==> src/rtl/mfp_ahb_lite_uart_console.sv <==
// AHB-Lite master that programs a UART16550 after reset and then streams bytes from
// a local FIFO into THR, polling LSR.THRE before each burst of up to TX_BURST writes.
module mfp_ahb_lite_uart_console #(
  parameter logic [31:0] UART_BASE = 32'h1F00_3000,
  parameter logic [15:0] BAUD_DIV  = 16'd27,
  parameter int unsigned FIFO_AW   = 4,
  parameter int unsigned TX_BURST  = 16
) (
  input  logic               HCLK,
  input  logic               HRESET,
  output logic [31:0]        HADDR,
  output logic [2:0]         HBURST,
  output logic               HMASTLOCK,
  output logic [3:0]         HPROT,
  output logic [2:0]         HSIZE,
  output logic [1:0]         HTRANS,
  output logic               HWRITE,
  output logic [31:0]        HWDATA,
  input  logic [31:0]        HRDATA,
  input  logic               HREADY,
  input  logic               HRESP,
  input  logic [7:0]         in_data,
  input  logic               in_valid,
  output logic               in_ready,
  output logic               init_done,
  output logic [FIFO_AW:0]   fifo_count
);

  localparam int unsigned DEPTH = 1 << FIFO_AW;
  localparam int unsigned BW    = $clog2(TX_BURST + 1);

  typedef enum logic [3:0] {
    S_RESET, S_LCR_DL, S_DLL, S_DLM, S_LCR, S_FCR, S_IDLE, S_POLL, S_SEND
  } state_t;

  typedef enum logic [1:0] {PH_IDLE, PH_ADDR, PH_DATA} phase_t;

  state_t             state;
  phase_t             phase;
  logic [BW-1:0]      burst_cnt;
  logic [7:0]         mem [DEPTH];
  logic [FIFO_AW-1:0] wr_ptr;
  logic [FIFO_AW-1:0] rd_ptr;
  logic               push;
  logic               pop;
  logic               fifo_empty;
  logic               req_valid;
  logic               req_write;
  logic [7:0]         req_off;
  logic [7:0]         req_data;
  logic               unused_inputs;

  assign HBURST    = 3'b000;
  assign HMASTLOCK = 1'b0;
  assign HPROT     = 4'b0011;
  assign HSIZE     = 3'b010;

  // Only LSR.THRE is ever consulted; the remaining read bits and HRESP carry no meaning here.
  assign unused_inputs = ^{HRESP, HRDATA[31:6], HRDATA[4:0]};

  assign in_ready   = (fifo_count != (FIFO_AW + 1)'(DEPTH));
  assign fifo_empty = (fifo_count == '0);
  assign push       = in_valid && in_ready;
  assign pop        = (state == S_SEND) && (phase == PH_ADDR) && HREADY;

  // Register offset and write byte for the transfer owned by the current state.
  always_comb begin
    req_valid = 1'b1;
    req_write = 1'b1;
    req_off   = 8'h00;
    req_data  = 8'h00;
    unique case (state)
      S_LCR_DL: begin req_off = 8'h0C; req_data = 8'h83; end
      S_DLL:    req_data = BAUD_DIV[7:0];
      S_DLM:    begin req_off = 8'h04; req_data = BAUD_DIV[15:8]; end
      S_LCR:    begin req_off = 8'h0C; req_data = 8'h03; end
      S_FCR:    begin req_off = 8'h08; req_data = 8'h07; end
      S_POLL:   begin req_off = 8'h14; req_write = 1'b0; end
      S_SEND:   req_data = mem[rd_ptr];
      default:  req_valid = 1'b0;
    endcase
  end

  always_ff @(posedge HCLK) begin
    if (push) mem[wr_ptr] <= in_data;
  end

  always_ff @(posedge HCLK or posedge HRESET) begin
    if (HRESET) begin
      wr_ptr     <= '0;
      rd_ptr     <= '0;
      fifo_count <= '0;
    end else begin
      if (push) wr_ptr <= wr_ptr + FIFO_AW'(1);
      if (pop)  rd_ptr <= rd_ptr + FIFO_AW'(1);
      unique case ({push, pop})
        2'b10:   fifo_count <= fifo_count + (FIFO_AW + 1)'(1);
        2'b01:   fifo_count <= fifo_count - (FIFO_AW + 1)'(1);
        default: fifo_count <= fifo_count;
      endcase
    end
  end

  // Each state owns one single transfer; phase tracks address/data of that transfer.
  always_ff @(posedge HCLK or posedge HRESET) begin
    if (HRESET) begin
      state     <= S_RESET;
      phase     <= PH_IDLE;
      HTRANS    <= 2'b00;
      HADDR     <= UART_BASE;
      HWRITE    <= 1'b0;
      HWDATA    <= '0;
      init_done <= 1'b0;
      burst_cnt <= '0;
    end else begin
      unique case (phase)
        PH_IDLE: begin
          if (state == S_RESET) begin
            state <= S_LCR_DL;
          end else if (state == S_IDLE) begin
            if (!fifo_empty) state <= S_POLL;
          end else if (req_valid && HREADY) begin
            HTRANS <= 2'b10;
            HADDR  <= UART_BASE + {24'b0, req_off};
            HWRITE <= req_write;
            phase  <= PH_ADDR;
          end
        end
        PH_ADDR: begin
          if (HREADY) begin
            HTRANS <= 2'b00;
            phase  <= PH_DATA;
            if (req_write) HWDATA <= {24'b0, req_data};
            if (state == S_SEND) burst_cnt <= burst_cnt - BW'(1);
          end
        end
        PH_DATA: begin
          if (HREADY) begin
            phase <= PH_IDLE;
            unique case (state)
              S_LCR_DL: state <= S_DLL;
              S_DLL:    state <= S_DLM;
              S_DLM:    state <= S_LCR;
              S_LCR:    state <= S_FCR;
              S_FCR:    begin state <= S_IDLE; init_done <= 1'b1; end
              S_POLL: begin
                if (HRDATA[5]) begin
                  burst_cnt <= BW'(TX_BURST);
                  state     <= S_SEND;
                end
              end
              S_SEND: begin
                if (fifo_empty)             state <= S_IDLE;
                else if (burst_cnt == '0)   state <= S_POLL;
              end
              default: state <= S_IDLE;
            endcase
          end
        end
        default: phase <= PH_IDLE;
      endcase
    end
  end

endmodule

==> config.mk <==
export PLATFORM = sky130hd
export DESIGN_NAME = mfp_ahb_lite_uart_console
export DESIGN_NICKNAME = d
export VERILOG_FILES = /design/src/rtl/mfp_ahb_lite_uart_console.sv
export SDC_FILE = /design/constraint.sdc
export NUM_CORES = 1
export LEC_CHECK = 0
export ABC_AREA = 1
export BUFFER_PORTS_ARGS = -buffer_cell sky130_fd_sc_hd__buf_2
export CAP_MARGIN = 20
export CORE_MARGIN = 8
export CORE_UTILIZATION = 61
export DETAILED_ROUTE_END_ITERATION = 8
export GPL_ROUTABILITY_DRIVEN = 0
export PLACE_DENSITY = 0.92
export SYNTH_ARGS = -nofsm -noshare
export SYNTH_HDL_FRONTEND = slang
export SYNTH_SLANG_ARGS = --single-unit
==> constraint.sdc <==
create_clock -name HCLK -period 3.9 [get_ports HCLK]
set_input_delay 0.39 -clock HCLK [delete_from_list [all_inputs] [get_ports HCLK]]
set_output_delay 0.39 -clock HCLK [all_outputs]
set_load 0.005 [all_outputs]
* Yosys cells after proc, flatten, opt, wreduce, memory -nomap -nowiden
Memories as Yosys holds them, arrays and structs flattened.
Cells that the tools add are included.
W data, S select, Z words.
** Word-level totals
- Register bits after elaboration :: 68
- Bits in writable memories :: 128
- Input port bits :: 45
- Output and inout bits :: 85
- Logic and storage cells :: 99
- Memories :: 1
** Memories
- mem :: words 16, bits a word 8, read ports 1, clocked after memory_dff 0, write ports 1, line 41 : logic [7:0] mem [DEPTH];
** Cells by class
- Add/sub/neg operators :: 6
- Eq/ne operators :: 25
- Mux-type cells :: 32
- Bitwise gates (word level) :: 3
- Reductions and logical operators :: 21
** Operator list (count)
- $pmux W8 S5 :: 1
- $add A29 B8 Y30 const A :: 1
- $mux W4 :: 7
- $mux W5 :: 5
- $pmux W4 S6 :: 1
- $pmux W5 S2 :: 2
- $pmux W5 S4 :: 1
- $eq A4 B3 Y1 const B :: 4
- $mux W2 :: 8
- $ne A2 B2 Y1 const B :: 7
- $reduce_and A6 Y1 :: 2
- $logic_not A5 Y1 :: 2
- $reduce_and A5 Y1 :: 2
- $sub A5 B1 Y5 const B :: 2
- $ne A3 B3 Y1 const B :: 3
- $add A4 B1 Y4 const B :: 2
- $eq A4 B2 Y1 const B :: 2
- $pmux W4 S2 :: 1
- $reduce_bool A2 Y1 :: 4
- $reduce_or A7 Y1 :: 1
- $pmux W2 S3 :: 1
- $reduce_and A3 Y1 :: 2
- $add A5 B1 Y5 const B :: 1
- $ne A5 B5 Y1 const B :: 1
- other kinds (14) :: 24

* Longest topological paths before layout
Gate-level depths: netlist of the first run.
- Depth in word-level cells :: 8
- Gate-level depth with buffers :: 17
- Gate-level depth less buffers :: 16

* Worst setup path after synthesis of the first run
Ideal clock, no wire load.
- Path kind :: flip-flop to flip-flop
- Start point :: register phase[1]
- End point :: register fifo_count[4]
- Library setup time :: 117 ps
- Data arrival time :: 2183 ps
- Required time :: 3783 ps
- Setup slack :: 1600 ps
- Cell stages (with the launch flop) :: 18
- Path buffers :: 1
- Period minus slack after synthesis :: 2300 ps
- Path through :: dfrtp_1 -> inv_1 -> nand2_1 -> nor2_2 -> inv_1 -> nor2_2 -> buf_2 -> ha_1 -> xor2_1 -> ha_1 -> inv_1 -> nand2_1 -> and3_1 -> nor2_1 -> nand2_1 -> nand2_1 -> nand2_1 -> nand2_1
** Between the ends
- Cells in the longest elaborated chain, start to end :: 5
- Elaborated cells on any way between the ends :: 7
- Those cells by class :: 3 x eq/ne; 1 x mux; 3 x reduce/logical
** Ends and longest elaborated chain
- start: declaration :: line 39 : phase_t phase;
- start signal: assignment :: line 108 : phase <= PH_IDLE;
- start signal: assignment :: line 126 : phase <= PH_ADDR;
- start signal: assignment :: line 132 : phase <= PH_DATA;
- $eq A2 B1 Y1 * :: line 64 : assign pop = (state == S_SEND) && (phase == PH_ADDR) && HREADY;
- $logic_and A1 B1 Y1 * (2 in series) :: line 64
- net pop :: line 45 : logic pop;
- $eq A2 B1 Y1 or $eq A2 B2 Y1 (tied branches) :: line 96 : unique case ({push, pop})
- $pmux W5 S2 or $reduce_bool A2 Y1 (tied branches)
- end signal: assignment :: line 97 : 2'b10: fifo_count <= fifo_count + (FIFO_AW + 1)'(1);
- end signal: assignment :: line 98 : 2'b01: fifo_count <= fifo_count - (FIFO_AW + 1)'(1);
- end signal: assignment :: line 99 : default: fifo_count <= fifo_count;
- end: declaration :: line 26 : output logic [FIFO_AW:0] fifo_count
Mark *: on every way through the listed nets, which the timed path passes. The rest lies on a longest branch.
A chain may end at the register's enable or synchronous reset.

* Worst setup path after layout of the first run
- Start point :: register phase[1]
- End point :: register fifo_count[4]
** Between the ends
- Cells in the longest elaborated chain, start to end :: 5
- Elaborated cells on any way between the ends :: 7
- Those cells by class :: 3 x eq/ne; 1 x mux; 3 x reduce/logical
** Ends and longest elaborated chain (line)
- $eq A2 B1 Y1 * :: 64
- $logic_and A1 B1 Y1 * (2 in series) :: 64
- $eq A2 B1 Y1 or $eq A2 B2 Y1 (tied branches) :: 96
- $pmux W5 S2 or $reduce_bool A2 Y1 (tied branches)
Every way passes the cells marked *; elsewhere a longest branch is shown, timed or not.

==> summary.md, run 1 <==
| Metric | Value |
|---|---|
| Yosys reg bits | 166 |
| Top cells by area, synth | edfxtp_1, dfrtp_1, buf_4 |
| Total number of vias | 5282 |
| Nets | 844 |
| Root buffer cell | clkbuf_16 |
| HP Class | primary input to asynchronous set/reset pin |
| Xor/xnor cell area share of the yosys netlist | 0.01460 |
| Vias per inst | 5.429 |
| Maximum root-to-sink buffer count | 2 |
| Routed WL | 15960 um |
| Hold-fix buffers at CTS | 0 |
| Initial antenna violation count | 0 |
| Final period util | 0.6515 |
| Total of warnings raised by yosys | 0 |
| Initial Util | 0.6206 |
| Core Region | 12570 sq um |
| Non-Filler Instances | 973 |
| Slew @ Worst Pin | 0.9040 ns |
| Asr flop ratio synth | 0.2289 |
| Largest net degree at the start of global routing | 57 |
| Setup-failing EPs final | 0 |
| EDFF count, synth | 128 |
| Slew Limit Fails | 0 |
| Die area | 16660 sq um |
| CTS clk-pin slew, worst paths | 0.07 ns |
| CP required | 4.21 ns |
| Max VDD drop | 0.0003774 V |
| CTS H-tree lvls | 4 |
| Cell area power density | 600.3 nW/um^2 |
| Top_reg_cell synth | edfxtp_1 |
| Critical path arrival | 2.85 ns |
| Post-synthesis adder-cell area fraction | 0.01765 |
| Global-route wire length before repair | 25120 um |
| # diodes | 0 |
| Post-synthesis mux area share | 0 |
| Vias in the first global route | 5008 |
| Net switching fraction of the power | 0.3129 |
| Worst-path maximum fanout | 14 |
| Power, Total | 5046 uW |
| Max-Cap Viols | 0 |
| Avg Inst Size Synth | 10.28 sq um |
| Die Wd | 129.1 um |
| Area fraction of the dominant cell type after synthesis | 0.4928 |
| All-Layer GR Usage | 0.1988 |
| Synth Area in Simple Gates | 0.1620 |
| Compound-gate portion of the synthesized area | 0.08261 |
| Post-CTS Resized | 0 |
| Worst-case hold slack | 0.1468 ns |
| Worst Setup End Kind | flip-flop |
| Clock Power Share | 0.307 |
| Flop pwr share | 0.471 |
| Share of cells above drive strength 1 | 0.1136 |
| Outcome | complete, no violations |
| Overflow left after global routing | 0 |
| Crit path launch type | flip-flop |
| Most common cell in the synthesized netlist | edfxtp_1 |
| Comb power frac | 0.222 |
| Cell leakage power | 0.003499 uW |
| Routed WL per cell | 16.41 um |
| Sequential area share after synthesis | 0.6147 |
| Routed Antenna Nets | 0 |
| Num CTS Buffers | 17 |
| Post-synth top cells | edfxtp_1, nand2_1, nor2_1, buf_4, o21ai_0 |
| Unrepaired setup endpoints after global routing | no |
| Area delta synth->final | 7.764% |
| Fin Clk Skew | 0.008668 ns |
| Final TNS setup | 0 ns |
| Synth area leader | edfxtp_1 |
| Placed cell count | 941 |
| First-pass DRT Iterations | 5 |
| Net Sw Power | 1579 uW |
| Syn Inst Count | 759 |
| Mapped cell area | 7800 sq um |
| Core Rows | 41 |
| Crit path kind | flip-flop to flip-flop |
| Port bufs | 32 |
| IO Count | 130 |
| CTS tree | built |
| Setup Fix Bufs, Post-CTS | 0 |
| Rel. slew slack | 0.3951 |
| Clk Latency, worst-skew pair | 0.43 ns |
| Final hold vios | 0 |
| Main combinational cell family by area after synthesis | simple AND/OR/NAND/NOR gates |
| DRC violations left | 0 |
| F_max | 0.3935 GHz |
| Minimum clock period | 2.541 ns |
| Clk sinks | 166 |
| Starting DRT DRC Count | 671 |
| Number of library cell types mapped by synthesis | 36 |
| Int Power | 3467 uW |
| Die Y | 129.1 um |
| Hpwl dp | 10500 um |
[metal layers]
layer | part of all wire | track usage | vias to the layer above
li1 | - | - | 2485
met1 | 0.38 | 0.2532 | 2442
met2 | 0.47 | 0.3122 | 307
met3 | 0.12 | 0.04766 | 48
met4 | 0.031 | 0.1030 | 0
met5 | 0 | 0 | -
[logic make-up (layout without fill, tap and decap cells)]
kind of cell / count (synthesis) / count (layout)
AND/OR/NAND/NOR: 299 / 299
AO/OA/AOI/OAI: 114 / 114
XOR/XNOR: 13 / 13
buffers and inverters: 154 / 133
flip-flops: 166 / 166
adder cells (fa/ha/maj): 11 / 11
other: 2 / 65
[path summary, 6_finish.rpt]
| check | end | startpoint | slack (ns) | cells past startpoint |
|---|---|---|---|---|
| worst max-delay path | fifo_count[4] | phase[1] | 1.36 | 17 |
| worst min-delay path | wr_ptr[3] | HRESET | 0.15 | 2 |
| worst max register to register | fifo_count[4] | phase[1] | 1.36 | 17 |
| worst min register to register | init_done | init_done | 0.47 | 1 |
| max in group asynchronous | HADDR[2] | HRESET | 2.98 | 3 |
| min in group HCLK | init_done | HREADY | 0.23 | 2 |
[cell type report]
| cell class | count | area [sq um] |
|---|---|---|
| sequential | 166 | 4796 |
| multi-input combinational | 502 | 2404 |
| timing repair buffer | 38 | 205.2 |
| clock buffer | 20 | 446.7 |
| fill | 886 | 4163 |
| inverter | 63 | 236.5 |
| clock inverter | 12 | 102.6 |
| tap | 172 | 215.2 |
[critical path, stage by stage (launching register included)]
cell     delay (ns)
dfrtp_1        0.38
inv_1          0.13
nand2_1        0.11
nor2_2         0.17
inv_1          0.10
nor2_2         0.09
buf_4          0.23
ha_1           0.26
xor2_1         0.21
ha_1           0.18
inv_1          0.04
nand2_1        0.08
and3_1         0.19
nor2_1         0.05
nand2_1        0.06
nand2_1        0.05
nand2_1        0.06
nand2_1        0.05
[state kept, by name, summed over array words and instances, names as in the netlist, 3 cells and up]
register,count
mem,128
HWDATA,8
burst_cnt,5
fifo_count,5
rd_ptr,4
state,4
wr_ptr,4
HADDR,3
[cells in the final DEF (no fill, tap or decap), types with 14 or more instances in the layout]
cell type  netlist  final
edfxtp_1       128    128
nand2_1        124    124
nor2_1         107    107
conb_1           2     65
o21ai_0         64     64
inv_1           52     52
nand3_1         44     44
dfrtp_1         38     37
buf_2           13     32
o211ai_1        19     19
clkbuf_16        0     17
a21oi_1         14     14
[per-stage QoR]
stage               area [sq um]  worst slack (ns)    util
global route                8406             1.161  0.6688
global placement            7856             1.492  0.6251
CTS                         8406             1.378  0.6688
finish                      8406             1.359  0.6688
detailed placement          7856             1.415  0.6251
floorplan                   8036             1.600       -
[power groups by stage]
| stage | sequential, uW | clock, uW | combinational [uW] |
|---|---|---|---|
| finish | 2380 | 1550 | 1120 |
| floorplan | 2370 | 0 | 850 |
| CTS | 2370 | 1570 | 1110 |
| global route | 2410 | 1630 | 1280 |
| detailed placement | 2400 | 0 | 1100 |
| global placement | 2390 | 0 | 1060 |
Note: power is estimated with default switching activity, not from simulation.
==> inputs of run 2 (changes only) <==
- CORE_UTILIZATION: 61 -> 51
- PLACE_DENSITY: 0.92 -> 0.83
- clock period: 3.9 -> 2.2 ns (I/O delays scaled with it)
==> run 2 against run 1 <==
Clock power rose by 100%. Critical path type unchanged. Utilization fell by 8.7 points. Clock skew rose by 0.00076 ns. Count of clock-buffer cells in the layout fell by 2. Largest power group unchanged. Power rose by 89%. Worst hold slack got worse by 0.10 ns. Sequential share of layout area fell by 2.4 points. Design area rose by 4.4%.
==> summary.md, run 2 (synthesis results as in run 1) <==
| Metric | Value |
|---|---|
| CP required | 2.53 ns (-1.68 ns) |
| Critical path launch point | fifo_count[1] |
| Final period util | 0.9678 (+0.3162) |
| Commonest non-fill, non-tap cells in the layout | edfxtp_1, nand2_1, nor2_1, conb_1, o21ai_0 |
| Initial antenna violation count | 0 (unchanged) |
| Routed WL per cell | 16.59 um (+1.1%) |
| Last element of the critical path | fifo_count[4] |
| Initial Util | 0.5169 (-0.1037) |
| Fin worst setup slack | 0.07090 ns (-1.288 ns) |
| Slew @ Worst Pin | 0.5996 ns (-0.3044 ns) |
| Cell area power density | 1087 nW/um^2 (+81%) |
| Worst-path maximum fanout | 4 (-10) |
| Final hold vios | 0 (unchanged) |
| Slew Limit Fails | 0 (unchanged) |
| Critical path arrival | 2.46 ns (-0.39 ns) |
| Hold Path Cell Cnt | 2 |
| Root buffer cell | clkbuf_16 |
| Share of cells above drive strength 1 | 0.1556 (+0.04200) |
| All-Layer GR Usage | 0.1767 (-0.02212) |
| Worst reg2reg path depth | 14 (-3) |
| Reg-to-reg critical path startpoint | fifo_count[1] |
| Port bufs | 32 (unchanged) |
| Commonest non-fill, non-tap cell in the layout | edfxtp_1 |
| Minimum clock period | 2.129 ns (-0.4119 ns) |
| Num CTS Buffers | 17 (unchanged) |
| Worst-case hold slack | 0.04478 ns (-0.1021 ns) |
| Largest net degree at the start of global routing | 75 (+32%) |
| Routed WL | 16880 um (+5.7%) |
| Global-route wire length before repair | 27010 um (+7.5%) |
| Core Rows | 45 (+9.8%) |
| Cell leakage power | 0.003676 uW (+5.1%) |
| Max-Cap Viols | 0 (unchanged) |
| Crit path launch type | flip-flop |
| Die area | 19510 sq um (+17%) |
| CTS clk-pin slew, worst paths | 0.06 ns (about the same) |
| Worst slack at placement | 0.05854 ns (-1.357 ns) |
| Setup-failing EPs final | 0 (unchanged) |
| Outcome | complete, no violations |
| Overflow left after global routing | 0 (unchanged) |
| Reg2Reg Setup Slack | 0.07 ns (-1.29 ns) |
| Area delta synth->final | 12.53% |
| Vias per inst | 5.317 (-2.1%) |
| Hpwl dp | 10540 um (+0.37%) |
| Rel. slew slack | 0.5978 (+0.2027) |
| IO Count | 130 (unchanged) |
| Clk sinks | 166 (unchanged) |
| Maximum root-to-sink buffer count | 2 (unchanged) |
| F_max | 0.4697 GHz (+19%) |
| Crit path kind | flip-flop to flip-flop |
| Fin Clk Skew | 0.009432 ns (+0.0007636 ns) |
| Die Wd | 139.7 um (+8.2%) |
| Final TNS setup | 0 ns (unchanged) |
| Total number of vias | 5407 (+2.4%) |
| # diodes | 0 (unchanged) |
| Worst Setup End Kind | flip-flop |
| Clk Latency, worst-skew pair | 0.44 ns (about the same) |
| DRC violations left | 0 (unchanged) |
| Largest registers | mem x128, HWDATA x8 |
| CTS H-tree lvls | 4 (unchanged) |
| Starting DRT DRC Count | 516 (-23%) |
| Reg2reg end | fifo_count[4] |
| Number of flip-flops in the largest register | 128 (unchanged) |
| First-pass DRT Iterations | 5 (unchanged) |
| Vias in the first global route | 5336 (+6.5%) |
| Die Y | 139.7 um (+8.2%) |
| Largest register by flop count | mem |
| Core Region | 15090 sq um (+20%) |
| CTS tree | built |
| Max VDD drop | 0.001278 V (+240%) |
| Routed Antenna Nets | 0 (unchanged) |
| HP Class | primary input to flip-flop |
| Nets | 872 (+3.3%) |
run 2: how the worst min path moves through the flow:
stage | start | slack (ns) | end
floorplan | in_data[0] | 0.32 | mem[0][0]
global placement | HRESET | 0.28 | fifo_count[0]
detailed placement | HRESET | 0.28 | fifo_count[0]
CTS | HREADY | 0.04 | init_done
global route | HREADY | 0.04 | init_done
finish | HREADY | 0.04 | init_done
run 2: final cells by class:
cell class | count | area (sq um)
Timing Repair Buffer | 66 | 446.7
Inverter | 63 | 236.5
Clock inverter | 14 | 187.7
Clock buffer | 18 | 429.2
Multi-Input combinational cell | 502 | 2446
Sequential cell | 166 | 4796
Fill cell | 1167 | 6312
Tap cell | 188 | 235.2
run 2: what timing repair did:
item	4_1_cts	5_1_grt
hold buffers	1	0
gates resized for setup	0	10
endpoints found under the hold margin	13	0
endpoints found under the setup margin	0	1
setup buffers	0	2
run 2: per-layer routing:
metal  global-route usage  vias up  wire (um)
li1                     -     2535          -
met1               0.2027     2575       6585
met2               0.2983      263       8194
met3              0.06874       34       1775
met4              0.05771        0        319
met5                    0        -          0
run 2: worst max-delay path: stages, from the launching register on:
cell and delay [ns]:
dfrtp_1 0.44, inv_1 0.14, nand4_1 0.12, nand2_1 0.18, ha_4 0.20, xor2_2 0.17, ha_2 0.20, inv_1 0.04
nand2_1 0.09, and3_4 0.19, nor2_1 0.04, nand2_1 0.06, nand2_1 0.05, nand2_1 0.05, nand2_1 0.05
run 2: report_power, final:
group	internal (uW)	total (uW)	switching, uW	leakage (uW)
registers	3890	4140	257	0.00162
logic	829	2290	1460	0.00176
clock network	1820	3110	1290	0.000292
total	6540	9540	3000	0.00368
run 2: through the flow:
step	instances	util	total power [uW]	instance area, sq um
2_1_floorplan	822	-	5714	8050
4_1_cts	1015	0.5781	9504	8723
5_1_grt	1017	0.5817	10060	8777
3_5_place_dp	982	0.5366	6377	8097
6_report	1017	0.5817	9538	8777
3_3_place_gp	982	0.5366	6285	8097
